<file path="src/rtl/spi_pkg.sv">
// Shared SPI definitions: master FSM states, frame width and idle line levels.
package spi_pkg;

    typedef enum logic [2:0] {
        IDLE   = 3'd0,
        LEAD   = 3'd1,
        HIGH   = 3'd2,
        LOW    = 3'd3,
        FINISH = 3'd4
    } spi_state_e;

    localparam int   SPI_FRAME_BITS = 8;
    localparam logic SPI_SCLK_IDLE  = 1'b0;
    localparam logic SPI_MOSI_IDLE  = 1'b1;
    localparam logic SPI_SS_IDLE    = 1'b1;

endpackage

</file>
<file path="src/rtl/spi_half_period_timer.sv">
// Half-period timer: reloaded on each phase entry, flags the last cycle of the phase.
module spi_half_period_timer
    import spi_pkg::*;
#(
    parameter int CLK_DIV = 2
) (
    input  logic clk,
    input  logic reset_n,
    input  logic load,
    output logic expire
);

    localparam int            CW     = $clog2(CLK_DIV + 1);
    localparam logic [CW-1:0] RELOAD = CW'(CLK_DIV - 1);
    localparam logic [CW-1:0] ZERO   = {CW{1'b0}};

    logic [CW-1:0] cnt_r;

    // Count down from CLK_DIV-1 after a load; rest at zero between phases
    always_ff @(posedge clk) begin
        if (!reset_n) begin
            cnt_r <= ZERO;
        end else if (load) begin
            cnt_r <= RELOAD;
        end else if (cnt_r != ZERO) begin
            cnt_r <= cnt_r - CW'(1'b1);
        end else begin
            cnt_r <= cnt_r;
        end
    end

    assign expire = (cnt_r == ZERO);

endmodule

</file>
<file path="src/rtl/spi_master_8bit.sv">
// Full-duplex LSB-first 8-bit SPI master with trailing sclk pulses for the slave's
// frame-completion logic; all outputs are registered from the next-state decode.
module spi_master_8bit
    import spi_pkg::*;
#(
    parameter int CLK_DIV   = 2,
    parameter int TAIL_CLKS = 2
) (
    input  logic       clk,
    input  logic       reset_n,
    input  logic       start,
    input  logic [7:0] tx_data,
    input  logic       miso,
    output logic       sclk,
    output logic       ss,
    output logic       mosi,
    output logic       busy,
    output logic       done,
    output logic [7:0] rx_data
);

    localparam logic [3:0] PULSES      = 4'(SPI_FRAME_BITS + TAIL_CLKS);
    localparam logic [3:0] DATA_PULSES = 4'(SPI_FRAME_BITS);

    spi_state_e state_r, state_nxt_s;
    logic       expire_s, load_s;
    logic [3:0] pulse_r, pulse_nxt_s;
    logic [7:0] tx_shift_r, tx_shift_nxt_s;
    logic [7:0] rx_shift_r, rx_shift_nxt_s;
    logic [7:0] rx_data_r, rx_data_nxt_s;
    logic       mosi_r, mosi_nxt_s;
    logic       sclk_r, ss_r, busy_r, done_r;
    logic       sclk_nxt_s, ss_nxt_s, busy_nxt_s, done_nxt_s;

    spi_half_period_timer #(.CLK_DIV(CLK_DIV)) u_timer (
        .clk     (clk),
        .reset_n (reset_n),
        .load    (load_s),
        .expire  (expire_s)
    );

    // FSM state register
    always_ff @(posedge clk) begin
        if (!reset_n) begin
            state_r <= IDLE;
        end else begin
            state_r <= state_nxt_s;
        end
    end

    // Next-state, shift and output decode; the timer reloads on every state change
    always_comb begin
        state_nxt_s    = state_r;
        load_s         = 1'b0;
        pulse_nxt_s    = pulse_r;
        tx_shift_nxt_s = tx_shift_r;
        rx_shift_nxt_s = rx_shift_r;
        rx_data_nxt_s  = rx_data_r;
        mosi_nxt_s     = mosi_r;
        done_nxt_s     = 1'b0;
        case (state_r)
            IDLE: begin
                if (start) begin
                    state_nxt_s    = LEAD;
                    load_s         = 1'b1;
                    pulse_nxt_s    = 4'd0;
                    tx_shift_nxt_s = tx_data;
                    rx_shift_nxt_s = 8'h00;
                    mosi_nxt_s     = tx_data[0];
                end else begin
                    state_nxt_s = IDLE;
                    mosi_nxt_s  = SPI_MOSI_IDLE;
                end
            end
            LEAD: begin
                if (expire_s) begin
                    state_nxt_s = HIGH;
                    load_s      = 1'b1;
                end else begin
                    state_nxt_s = LEAD;
                end
            end
            HIGH: begin
                if (expire_s) begin
                    state_nxt_s    = LOW;
                    load_s         = 1'b1;
                    pulse_nxt_s    = pulse_r + 4'd1;
                    // Ones shift in behind the data so tail pulses drive mosi high
                    tx_shift_nxt_s = {SPI_MOSI_IDLE, tx_shift_r[7:1]};
                    mosi_nxt_s     = tx_shift_r[1];
                    if (pulse_r < DATA_PULSES) begin
                        rx_shift_nxt_s = {miso, rx_shift_r[7:1]};
                    end else begin
                        rx_shift_nxt_s = rx_shift_r;
                    end
                end else begin
                    state_nxt_s = HIGH;
                end
            end
            LOW: begin
                if (expire_s) begin
                    load_s = 1'b1;
                    if (pulse_r < PULSES) begin
                        state_nxt_s = HIGH;
                    end else begin
                        state_nxt_s = FINISH;
                        mosi_nxt_s  = SPI_MOSI_IDLE;
                    end
                end else begin
                    state_nxt_s = LOW;
                end
            end
            FINISH: begin
                if (expire_s) begin
                    state_nxt_s   = IDLE;
                    load_s        = 1'b1;
                    rx_data_nxt_s = rx_shift_r;
                    done_nxt_s    = 1'b1;
                    mosi_nxt_s    = SPI_MOSI_IDLE;
                end else begin
                    state_nxt_s = FINISH;
                end
            end
            default: begin
                state_nxt_s = IDLE;
                mosi_nxt_s  = SPI_MOSI_IDLE;
            end
        endcase
        sclk_nxt_s = (state_nxt_s == HIGH) ? ~SPI_SCLK_IDLE : SPI_SCLK_IDLE;
        ss_nxt_s   = ((state_nxt_s == IDLE) || (state_nxt_s == FINISH)) ? SPI_SS_IDLE : ~SPI_SS_IDLE;
        busy_nxt_s = (state_nxt_s != IDLE);
    end

    // Datapath and registered output stage
    always_ff @(posedge clk) begin
        if (!reset_n) begin
            pulse_r    <= 4'd0;
            tx_shift_r <= 8'h00;
            rx_shift_r <= 8'h00;
            rx_data_r  <= 8'h00;
            mosi_r     <= SPI_MOSI_IDLE;
            sclk_r     <= SPI_SCLK_IDLE;
            ss_r       <= SPI_SS_IDLE;
            busy_r     <= 1'b0;
            done_r     <= 1'b0;
        end else begin
            pulse_r    <= pulse_nxt_s;
            tx_shift_r <= tx_shift_nxt_s;
            rx_shift_r <= rx_shift_nxt_s;
            rx_data_r  <= rx_data_nxt_s;
            mosi_r     <= mosi_nxt_s;
            sclk_r     <= sclk_nxt_s;
            ss_r       <= ss_nxt_s;
            busy_r     <= busy_nxt_s;
            done_r     <= done_nxt_s;
        end
    end

    assign sclk    = sclk_r;
    assign ss      = ss_r;
    assign mosi    = mosi_r;
    assign busy    = busy_r;
    assign done    = done_r;
    assign rx_data = rx_data_r;

endmodule

</file>
<file path="config.mk">
export PLATFORM = sky130hd
export DESIGN_NAME = spi_master_8bit
export DESIGN_NICKNAME = d
export VERILOG_FILES = /design/src/rtl/spi_pkg.sv /design/src/rtl/spi_half_period_timer.sv /design/src/rtl/spi_master_8bit.sv
export SDC_FILE = /design/constraint.sdc
export NUM_CORES = 1
export LEC_CHECK = 0
export CAP_MARGIN = 20
export CORE_AREA = 5 5 67 69
export CTS_CLUSTER_DIAMETER = 30
export DETAILED_ROUTE_END_ITERATION = 8
export DIE_AREA = 0 0 72 74
export GPL_TIMING_DRIVEN = 0
export MAX_ROUTING_LAYER = met4
export PLACE_DENSITY = 0.71
export SLEW_MARGIN = 20
export SYNTH_ARGS = -nofsm -noshare
export SYNTH_HDL_FRONTEND = slang
export SYNTH_HIERARCHICAL = 1
export SYNTH_SLANG_ARGS = --single-unit
</file>
<file path="constraint.sdc">
create_clock -name clk -period 2.5 [get_ports clk]
set_input_delay 0.375 -clock clk [delete_from_list [all_inputs] [get_ports clk]]
set_output_delay 0.375 -clock clk [all_outputs]
set_load 0.005 [all_outputs]
</file>
* Yosys cells after proc, flatten, opt, wreduce, memory -nomap -nowiden
Index checks and enable logic that the tools add are counted.
** Operators by class
- Reduce and logical (&&, ||, !) cells :: 15
- Shift operators :: 0
- Multiplexer cells :: 30
- Equality and inequality tests :: 12
- Multiply operators :: 0
- $lt $le $gt $ge :: 2
- Bitwise logic cells :: 2
- Div/mod/pow operators :: 0
- Add/subtract/negate cells :: 2
** Operator list (number)
- $mux W8 :: 5
- $pmux W8 S2 :: 2
- $pmux W3 S5 :: 1
- $mux W1 :: 13
- $ne A2 B2 Y1 const B :: 6
- $eq A3 B2 Y1 const B :: 3
- $mux W3 :: 3
- $lt A4 B4 Y1 const B :: 2
- $mux W4 :: 2
- $pmux W4 S2 :: 1
- $eq A3 B3 Y1 const B :: 2
- $logic_not A3 Y1 :: 2
- $reduce_bool A2 Y1 :: 3
- $pmux W1 S5 :: 1
- $reduce_and A5 Y1 :: 1
- $add A4 B1 Y4 const B :: 1
- $reduce_and A2 Y1 :: 2
- $reduce_and A4 Y1 :: 1
- $reduce_or A4 Y1 :: 1
- $eq A3 B1 Y1 const B :: 1
- $reduce_and A3 Y1 :: 1
- $reduce_bool A3 Y1 :: 1
- $logic_not A2 Y1 :: 1
- $mux W2 :: 1
- 5 further kinds :: 6
** Storage, ports and cells
- Memories kept :: 0
- Logic and storage cells :: 75
- Bits in writable memories :: 0
- Bits in read-only memories :: 0
- Latch bits :: 0
- Flip-flop bits (word level) :: 38

* Longest topological paths before layout
Gate-level depths: netlist of the first run.
- Word-level depth :: 7
- Gate-level depth with buffers :: 6
- Mapped depth without buffers :: 5

* By module
Netlist of the first run, hierarchy kept.
** Modules (own cells, without submodules)
- spi_master_8bit :: area an instance 1535.2 µm², times used 1, cells an instance 147
- spi_half_period_timer :: area an instance 113.9 µm², times used 1, cells an instance 11

* Worst setup path after synthesis of the first run
Ideal clock, no wire load.
- Path kind :: flip-flop to flip-flop
- Start point :: register u_timer.cnt_r[1]
- End point :: register rx_data_r[0] (netlist: rx_data[0])
- Clock period less this slack :: 1.424 ns
- Buffers on the path :: 1
- Slack :: 1.076 ns
- Data arrival time :: 1.308 ns
- Cell stages (with the launch flop) :: 7
- Path through :: dfxtp_1 -> inv_1 -> ha_1 -> nor4bb_1 -> buf_2 -> mux2i_1 -> nor2b_1
** On the way
- Word-level cells in the longest chain between the ends :: 2
** RTL lines
- from (decl) :: RTL line spi_half_period_timer.sv:17 : logic [CW-1:0] cnt_r;
- from (signal assigned) :: RTL line spi_half_period_timer.sv:26 : cnt_r <= cnt_r - CW'(1'b1);
- from (signal assigned) :: RTL line spi_half_period_timer.sv:28 : cnt_r <= cnt_r;
- $logic_not A2 Y1 :: RTL line spi_half_period_timer.sv:32 : assign expire = (cnt_r == ZERO);
- named net expire_s :: RTL line spi_master_8bit.sv:26 : logic expire_s, load_s;
- $reduce_and A2 Y1 (no line)
- to (signal assigned) :: RTL line spi_master_8bit.sv:150 : rx_data_r <= rx_data_nxt_s;
- to (decl) :: RTL line spi_master_8bit.sv:30 : logic [7:0] rx_data_r, rx_data_nxt_s;
The timed path passes the listed nets, and every way through them passes these cells.
A chain may end at the register's enable or synchronous reset.

* Worst setup path in the final report of the first run
- Start point :: register u_timer.cnt_r[0]
- End point :: register tx_shift_r[7]
** On the way
- Word-level cells in the longest chain between the ends :: 3
** RTL lines
- $logic_not A2 Y1 :: RTL line spi_half_period_timer.sv:32
- named net expire_s :: RTL line spi_master_8bit.sv:26
- $ne A2 B2 Y1 (no line)
- $reduce_and A3 Y1 (no line)
- to (signal assigned) :: RTL line spi_master_8bit.sv:148 : tx_shift_r <= tx_shift_nxt_s;
- to (decl) :: RTL line spi_master_8bit.sv:28 : logic [7:0] tx_shift_r, tx_shift_nxt_s;
The timed path passes the listed nets, and every way through them passes these cells.

==> metrics.txt, run 1 <==
post-route ant nets=0; crit path to=tx_shift_r[7]; drt via density=5.34; path type of the worst setup path=flip-flop to flip-flop; Non-Filler Instances=240; fillers=366; Post-CTS Resized=0; number of synthesized flops with an enable pin=0; Max VDD drop=around 0.38 mV; count leader, synth=dfxtp_1; Die X=around 72 um; RSZ-0062 raised after global routing=no; total of max-cap violations=0; status=complete, no violations; CP startpoint=u_timer/cnt_r[0]; ratio of cells with drive above 1 in the final layout=0.100; placed instance count=~230; Starting Density=0.428; Lkg Pwr=0.802 nW; Layout area overhead=23.4%; vias post-DR=1281; antenna fix cells=0; top-area cell type share of the netlist area=0.449; placed wire-length estimate=~2500 um; #FFs+latches synth=37; Synth cell types=45; final setup fails=0; path type of the worst min-delay path=flip-flop to flip-flop; WL/cell=~14 um; die height=~74 um; Slew @ Worst Pin=between 500 and 600 ps; Final min period=~1700 ps; Total Wirelength=3320 um; # rows=23; Slew headroom=0.628; vias in the first global route=roughly 1300; Tot GR Track Use=0.144; worst skew pair latency=around 280 ps; worst-case reg-to-reg path depth=5; CTS Buffer Depth=2; post-synth top area cell=dfxtp_1; CTS Hold Bufs=0; Layout Skew=~6.4 ps; total gr overflow=0; Initial DRC Count=54; clock tree root buffer cell=clkbuf_8; post-synthesis sequential area ratio=0.449; Worst-path clk slew=70 ps; Synth Net Count=173; pwr/cell area=about 660 nW/um2; first-pass GRT wire length=between 5000 and 6000 um; number of port buffers=24; H-tree depth=2; CTS Sinks=37; fin crit share=0.665; Mapped Avg Cell Area=about 10 um2; die area=5330 um2; CP arrival=about 1800 ps; DRC viols=0; Max Slew Vio Count=0; cells after synthesis=158; post-CTS setup buffer count=0; share of synthesized registers carrying an async set or reset=0; ys flop type=dfxtp_1; r2r setup slk=between 800 and 900 ps; Mapped Area=approximately 1600 um2; total negative slack=0 ps; initial antenna violation count=0; critical path peak fanout=7; Crit. End Element=flip-flop; Critical Path RT=roughly 2700 ps; RePlAce Congestion=0.876; Syn. warnings=6; Critical R2R Capture=tx_shift_r[7]; DRT Pass-1 Iters=4; largest net degree at the start of global routing=12; core area=between 3000 and 4000 um2; synth top area cells=dfxtp_1 45%, mux2i_1 10%, a32o_1 5.5%; CTS tree=built; top achievable clock speed=601 MHz; top post-synthesis cells by count=37 x dfxtp_1, 17 x mux2i_1, 10 x nor2b_1; number of I/O pins=25; Final #Nets=approximately 200; Worst setup SP type=flip-flop; worst flop-to-flop path startpoint=u_timer/cnt_r[0]; cts bufs inserted=5; final hold violations=0
-- stage by stage --
step / setup slack, ps / utilization / hold slack [ps] / area, um2 / total power [mW]
2_1_floorplan: 1080 / - / 457 / 1650 / 0.881
3_3_place_gp: 535 / 0.506 / 476 / 1950 / 0.955
3_5_place_dp: 505 / 0.506 / 483 / 1950 / 0.973
4_1_cts: 803 / 0.528 / 497 / 2030 / 1.37
5_1_grt: 656 / 0.528 / 520 / 2030 / 1.43
6_report: 837 / 0.528 / 493 / 2030 / 1.35
-- per-layer routing --
layer | GRT usage | vias to the layer above | share of wire | wire length [um]
met3 | 0.0486 | 11 | 0.047 | 155
met4 | 0.0731 | 0 | 0.024 | 80
met2 | 0.231 | 33 | 0.49 | 1640
met5 | - | - | 0 | 0
li1 | - | 642 | - | -
met1 | 0.159 | 595 | 0.43 | 1440
-- sequential cells by signal, indices dropped and copies added, names as in the netlist --
signal	cells
mosi	1
sclk	1
done	1
ss	1
rx_shift_r	8
state_r	3
rx_data	8
pulse_r	4
tx_shift_r	7
busy	1
u_timer/cnt_r	2
-- placed cells by master (no fill, tap or decap), types with 2 or more instances in the layout --
cell type,Yosys,layout
dfxtp_1,37,37
o21a_1,4,4
a32o_1,9,9
nor2_1,7,7
ha_1,3,3
clkdlybuf4s50_1,0,24
o21ai_0,2,2
mux2i_1,17,17
clkbuf_8,0,5
buf_2,3,3
nand2_1,2,2
clkbuf_1,4,5
nand3_1,9,9
o211a_1,6,6
and2_1,2,2
nor2b_1,10,10
inv_1,6,6
a21oi_1,4,4
clkinv_2,0,2
nand2b_1,2,2
buf_6,2,2
nor3_1,2,2
a21boi_0,2,2
-- worst min-delay path by stage --
| stage | endpoint | depth (start not counted) | slack, ps | startpoint |
|---|---|---|---|---|
| 2_1_floorplan | pulse_r[3] | 2 | 460 | pulse_r[3] |
| 3_3_place_gp | pulse_r[3] | 2 | 480 | pulse_r[3] |
| 3_5_place_dp | rx_shift_r[0] | 1 | 480 | rx_shift_r[0] |
| 4_1_cts | rx_shift_r[0] | 1 | 500 | rx_shift_r[1] |
| 5_1_grt | rx_shift_r[0] | 1 | 520 | rx_shift_r[0] |
| 6_report | rx_shift_r[0] | 1 | 490 | rx_shift_r[1] |
-- layout make-up --
class                      count  area, um2  area share
tap                           50       62.6      0.0308
timing repair buffer          24        240       0.118
inverter                       6       22.5      0.0111
clock inverter                 2       10.0     0.00492
buffer                        10       60.1      0.0295
clock buffer                   6       72.6      0.0357
multi-input combinational    105        826       0.406
sequential                    37        741       0.364
-- critical path: stages, from the launching register on --
cell	delay, ps
dfxtp_1	350
inv_1	60
ha_1	250
mux2i_1	370
nor2_1	210
o221a_2	310
-- where the power goes --
group	switching, mW	total [mW]	internal (mW)
Combinational	0.164	0.304	0.140
Sequential	0.0232	0.655	0.631
Clock	0.197	0.390	0.193
-- cell families after synthesis --
family	Yosys count	synth area share
AO/OA/AOI/OAI	34	0.177
XOR/XNOR	2	0.0106
adder cells (fa/ha/maj)	3	0.0228
multiplexers	18	0.110
AND/OR/NAND/NOR	48	0.181
buffers and inverters	16	0.0501
flip-flops	37	0.449
Note: power is estimated with default switching activity, not from simulation.
==> run 2, diff against run 1 <==
Clock period 2.5 ns to 1.68 ns, I/O delays scaled along.
==> run 2 against run 1 <==
Against the previous run:
- final area rose by 1.7%
- first-iteration DRC count up 19%
- total power is 51% higher
- maximum frequency rose by 6.4%
- core utilization grew 0.88 points
- worst hold slack got worse by 1.2 ps
- die area did not move
- register-to-register slack worse by 720 ps
- critical endpoint is now mosi
- largest power group unchanged
==> metrics.txt, run 2 (synthesized netlist as in run 1, its figures left out) <==
Total Wirelength=3330 um (was 3320 um); post-route ant nets=0 (unchanged); worst-case reg-to-reg path depth=6 (was 5); DRT Pass-1 Iters=4 (unchanged); CTS tree=built (unchanged); Critical R2R Capture=mosi (was tx_shift_r[7]); Worst Hold Path EP=rx_shift_r[0] (unchanged); Overall Power=2.03 mW (was 1.35 mW); Final #Nets=204 (unchanged); Comb power frac=0.233 (was 0.225); CP arrival=1760 ps (was 1840 ps); Worst setup SP type=flip-flop (unchanged); Critical Path RT=1880 ps (was 2680 ps); path type of the worst min-delay path=flip-flop to flip-flop (unchanged); final setup fails=0 (unchanged); Switching Fraction=0.287 (was 0.285); critical path peak fanout=10 (was 7); Max Slew Vio Count=0 (unchanged); RePlAce Congestion=0.876 (unchanged); number of port buffers=24 (unchanged); most frequent cells in the layout=36 x dfxtp_1, 24 x clkdlybuf4s50_1, 16 x mux2i_1, 10 x nor2b_1 (was 37 x dfxtp_1, 24 x clkdlybuf4s50_1, 17 x mux2i_1, 10 x nor2b_1); total of max-cap violations=0 (unchanged); CTS Sinks=37 (unchanged); grt met3 use=0.0486 (unchanged); post-route cell area=2070 um2 (was 2030 um2); Tot GR Track Use=0.144 (unchanged); cts bufs inserted=5 (unchanged); Die X=72 um (unchanged); Lkg Pwr=0.809 nW (was 0.802 nW); CTS Hold Bufs=0 (unchanged); Slew @ Worst Pin=462 ps (was 555 ps); internal power=1.45 mW (was 0.965 mW); placed wire-length estimate=2520 um (unchanged); vias post-DR=1298 (was 1281); status=complete, no violations (unchanged); Worst-path clk slew=70 ps (about the same); commonest non-fill, non-tap cell in the layout=dfxtp_1 (unchanged); sequential power share=0.481 (was 0.485); H-tree depth=2 (unchanged); final hold violations=0 (unchanged); first-pass GRT wire length=5770 um (unchanged); Layout Skew=7.41 ps (was 6.42 ps); top achievable clock speed=640 MHz (was 601 MHz); die height=74 um (unchanged); ratio of cells with drive above 1 in the final layout=0.132 (was 0.100); die area=5330 um2 (unchanged); Clk pwr share=0.286 (was 0.289); WL/cell=13.9 um (was 13.8 um); number of I/O pins=25 (unchanged); total gr overflow=0 (unchanged); fin crit share=0.930 (was 0.665); Slew headroom=0.691 (was 0.628); WHS Path Cells=1 (unchanged); worst skew pair latency=280 ps (about the same); Final min period=1560 ps (was 1660 ps); CTS Buffer Depth=2 (unchanged); Max VDD drop=0.579 mV (was 0.384 mV); Layout area overhead=25.4% (was 23.4%); Non-Filler Instances=240 (unchanged); placed instance count=232 (unchanged); core area=3860 um2 (unchanged); Starting Density=0.428 (unchanged); met1 usage=0.159 (unchanged); vias in the first global route=1295 (unchanged); Crit. End Element=flip-flop (unchanged); RSZ-0062 raised after global routing=no (unchanged); worst flop-to-flop path startpoint=u_timer/cnt_r[1] (was u_timer/cnt_r[0]); pwr/cell area=983 nW/um2 (was 663 nW/um2); drt via density=5.41 (was 5.34); final core occ=0.536 (was 0.528); DRC viols=0 (unchanged); initial antenna violation count=0 (unchanged); GRT busiest layer=met2 (unchanged); r2r setup slk=120 ps (was 840 ps); clock tree root buffer cell=clkbuf_8 (unchanged); final hold slack=492 ps (was 493 ps); antenna fix cells=0 (unchanged); met2 usage=0.231 (unchanged); Initial DRC Count=64 (was 54); largest net degree at the start of global routing=12 (unchanged); sw power=0.583 mW (was 0.384 mW); Placed Area=1950 um2 (unchanged); path type of the worst setup path=flip-flop to flip-flop (unchanged); hold path startpoint=rx_shift_r[1] (unchanged); # rows=23 (unchanged)
-- run 2: critical path, stage by stage (launching register included) --
cell	delay, ps
dfxtp_1	300
inv_1	100
ha_2	240
buf_2	230
o2111a_1	290
nor4b_1	80
a211oi_1	230
-- run 2: final cells by class --
cell class,count,area [um2]
clock buffer,6,72.6
fill,360,1790
tap,50,62.6
buffer,10,70.1
timing repair buffer,24,240
inverter,6,22.5
clock inverter,2,10.0
multi-input combinational,105,848
sequential,37,742
-- run 2: worst max path at each step --
stage | slack [ps] | end | cells past startpoint | startpoint
3_5_place_dp | -190 | rx_shift_r[1] | 4 | reset_n
5_1_grt | 10 | mosi | 6 | u_timer/cnt_r[1]
6_report | 120 | mosi | 6 | u_timer/cnt_r[1]
3_3_place_gp | -160 | rx_shift_r[0] | 4 | reset_n
4_1_cts | 20 | tx_shift_r[7] | 5 | u_timer/cnt_r[0]
2_1_floorplan | 260 | rx_data[0] | 6 | u_timer/cnt_r[1]
-- run 2: repair_timing --
action | in CTS | in global routing
endpoints found under the setup margin | 0 | 22
setup buffers | 0 | 0
endpoints found under the hold margin | 0 | 0
gates resized for setup | 0 | 12
-- run 2: routing by layer --
layer / up-vias / part of all wire
li1: 644 / -
met1: 615 / 0.43
met2: 30 / 0.50
met3: 9 / 0.047
met4: 0 / 0.020
met5: - / 0
-- run 2: per-stage QoR --
| step | worst slack (ps) | setup TNS, ps |
|---|---|---|
| after floorplan | 256 | 0 |
| after global placement | -162 | -1320 |
| final | 118 | 0 |
| after global routing | 9.71 | 0 |
| after detailed placement | -192 | -1640 |
| after CTS | 23.6 | 0 |
-- run 2: power by group through the flow --
| stage | Combinational, mW | Clock [mW] | Sequential [mW] |
|---|---|---|---|
| after floorplan | 0.324 | 0 | 0.986 |
| after global placement | 0.433 | 0 | 0.988 |
| after detailed placement | 0.454 | 0 | 0.994 |
| after CTS | 0.456 | 0.602 | 0.974 |
| after global routing | 0.524 | 0.643 | 0.984 |
| final | 0.475 | 0.582 | 0.977 |
==> run 3, diff against run 2 <==
Settings changed: CORE_AREA 5 5 67 69 to 5 5 65 67, DIE_AREA 0 0 72 74 to 0 0 70 72, PLACE_DENSITY 0.71 to 0.74.
Clock period 1.68 ns to 1.9 ns, I/O delays scaled along.
==> run 3 against run 2 <==
Against the previous run:
- clock skew decreased by 4.1 ps
- critical endpoint is now rx_data[6]
- highest routed layer unchanged
- largest power group unchanged
- first-iteration DRC count is 31% higher
- non-clock buffer count unchanged
- via count decreased by 0.69%
- total power down 15%
==> metrics.txt, run 3 (synthesized netlist as in run 1, its figures left out) <==
fin crit share=0.865 (was 0.930); placed wire-length estimate=2580 um (was 2520 um); Slew @ Worst Pin=536 ps (was 462 ps); Layout area overhead=22.5% (was 25.4%); most frequent cells in the layout=37 x dfxtp_1, 24 x clkdlybuf4s50_1, 17 x mux2i_1, 10 x nor2b_1 (was 36 x dfxtp_1, 24 x clkdlybuf4s50_1, 16 x mux2i_1, 10 x nor2b_1); Max Slew Vio Count=0 (unchanged); Layout Skew=3.32 ps (was 7.41 ps); DRC viols=0 (unchanged); post-route cell area=2020 um2 (was 2070 um2); post-CTS setup buffer count=0 (unchanged); largest net degree at the start of global routing=12 (unchanged); first-pass GRT wire length=5810 um (was 5770 um); status=complete, no violations (unchanged); initial antenna violation count=0 (unchanged); Total Wirelength=3350 um (was 3330 um); H-tree depth=2 (unchanged); Post-CTS Resized=0 (unchanged); total of max-cap violations=0 (unchanged); # rows=22 (was 23); CP arrival=1880 ps (was 1760 ps); RSZ-0062 raised after global routing=no (unchanged); path type of the worst min-delay path=flip-flop to flip-flop (unchanged); DRT Pass-1 Iters=4 (unchanged); Met2 Wirelength=1720 um (was 1670 um); antenna fix cells=0 (unchanged); Final #Nets=204 (unchanged); Starting Density=0.461 (was 0.428); M1 wire length=1450 um (was 1440 um); CTS Hold Bufs=0 (unchanged); Critical Path RT=2140 ps (was 1880 ps); vias post-DR=1289 (was 1298); die area=5040 um2 (was 5330 um2); final worst setup slack=257 ps (was 118 ps); drt via density=5.42 (was 5.41); number of I/O pins=25 (unchanged); worst skew pair latency=330 ps (was 280 ps); final hold violations=0 (unchanged); Slew headroom=0.640 (was 0.691); total gr overflow=0 (unchanged); pwr/cell area=855 nW/um2 (was 983 nW/um2); final setup fails=0 (unchanged); Lkg Pwr=0.798 nW (was 0.809 nW); RePlAce Congestion=0.869 (was 0.876); path type of the worst setup path=flip-flop to flip-flop (unchanged); Worst setup SP type=flip-flop (unchanged); post-route ant nets=0 (unchanged); die height=72 um (was 74 um); CTS Buffer Depth=2 (unchanged); Tot GR Track Use=0.148 (was 0.144); Crit. End Element=flip-flop (unchanged); ratio of cells with drive above 1 in the final layout=0.105 (was 0.132); DR WL met3=127 um (was 155 um); CTS Sinks=37 (unchanged); Worst path slowest cell=dfxtp_1 (unchanged); WHS Path Cells=2 (was 1); worst-case reg-to-reg path depth=6 (unchanged); vias in the first global route=1275 (was 1295); Worst path max stage delay=310 ps (was 300 ps); number of port buffers=24 (unchanged); Die X=70 um (was 72 um); cts bufs inserted=5 (unchanged); top achievable clock speed=608 MHz (was 640 MHz); total negative slack=0 ps (unchanged); Max VDD drop=0.448 mV (was 0.579 mV); uppermost layer routed=met4 (unchanged); Initial DRC Count=84 (was 64); pre-CTS setup slack=-2.88 ps (was -192 ps); critical path peak fanout=9 (was 10); Placed Area=1950 um2 (about the same); core area=3580 um2 (was 3860 um2); clock tree root buffer cell=clkbuf_4 (was clkbuf_8); CTS tree=built (unchanged); Worst-path clk slew=110 ps (was 70 ps); final core occ=0.564 (was 0.536); WL/cell=14.1 um (was 13.9 um); CP Cell Sequence=inv_1, ha_1, nor4bb_1, buf_2, mux2i_1, nor2b_1 (was inv_1, ha_2, buf_2, o2111a_1, nor4b_1, a211oi_1); commonest non-fill, non-tap cell in the layout=dfxtp_1 (unchanged); Final min period=1640 ps (was 1560 ps)
-- run 3: path summary, 6_finish.rpt --
| check | from | endpoint | slack [ps] |
|---|---|---|---|
| worst max-delay path | u_timer/cnt_r[1] | rx_data[6] | 260 |
| worst min-delay path | pulse_r[3] | pulse_r[3] | 500 |
| worst max register to register | u_timer/cnt_r[1] | rx_data[6] | 260 |
| worst min register to register | pulse_r[3] | pulse_r[3] | 500 |
-- run 3: stage by stage --
| stage | hold slack (ps) | total power [mW] | instances |
|---|---|---|---|
| 6_report | 500 | 1.73 | 238 |
| 5_1_grt | 526 | 1.83 | 238 |
| 4_1_cts | 498 | 1.74 | 238 |
| 3_5_place_dp | 480 | 1.28 | 230 |
| 3_3_place_gp | 473 | 1.26 | 230 |
| 2_1_floorplan | 402 | 1.16 | 158 |
-- run 3: routing by layer --
layer / GRT usage / vias up
met5: - / -
met4: 0.0596 / 0
met3: 0.0512 / 5
met2: 0.247 / 23
met1: 0.163 / 613
li1: - / 648
-- run 3: worst max-delay path: cells and delay by family, from the launching register on --
kind | cells | cell delay (ps)
simple gates | 2 | 330
flops | 1 | 310
mux | 1 | 240
fa+ha+maj | 1 | 250
buf+inv | 2 | 410
-- run 3: power breakdown --
group / leakage (nW) / internal (mW) / total, mW / switching [mW]
logic: 0.455 / 0.185 / 0.401 / 0.217
clock network: 0.0413 / 0.215 / 0.467 / 0.253
registers: 0.302 / 0.830 / 0.859 / 0.0283
-- run 3: layout make-up --
| cell class | count | area (um2) |
|---|---|---|
| buffer | 10 | 60.1 |
| clock buffer | 7 | 65.1 |
| clock inverter | 1 | 5.00 |
| fill | 337 | 1560 |
| inverter | 6 | 22.5 |
| multi-input combinational | 105 | 826 |
| sequential | 37 | 741 |
| tap | 48 | 60.1 |
| timing repair buffer | 24 | 240 |
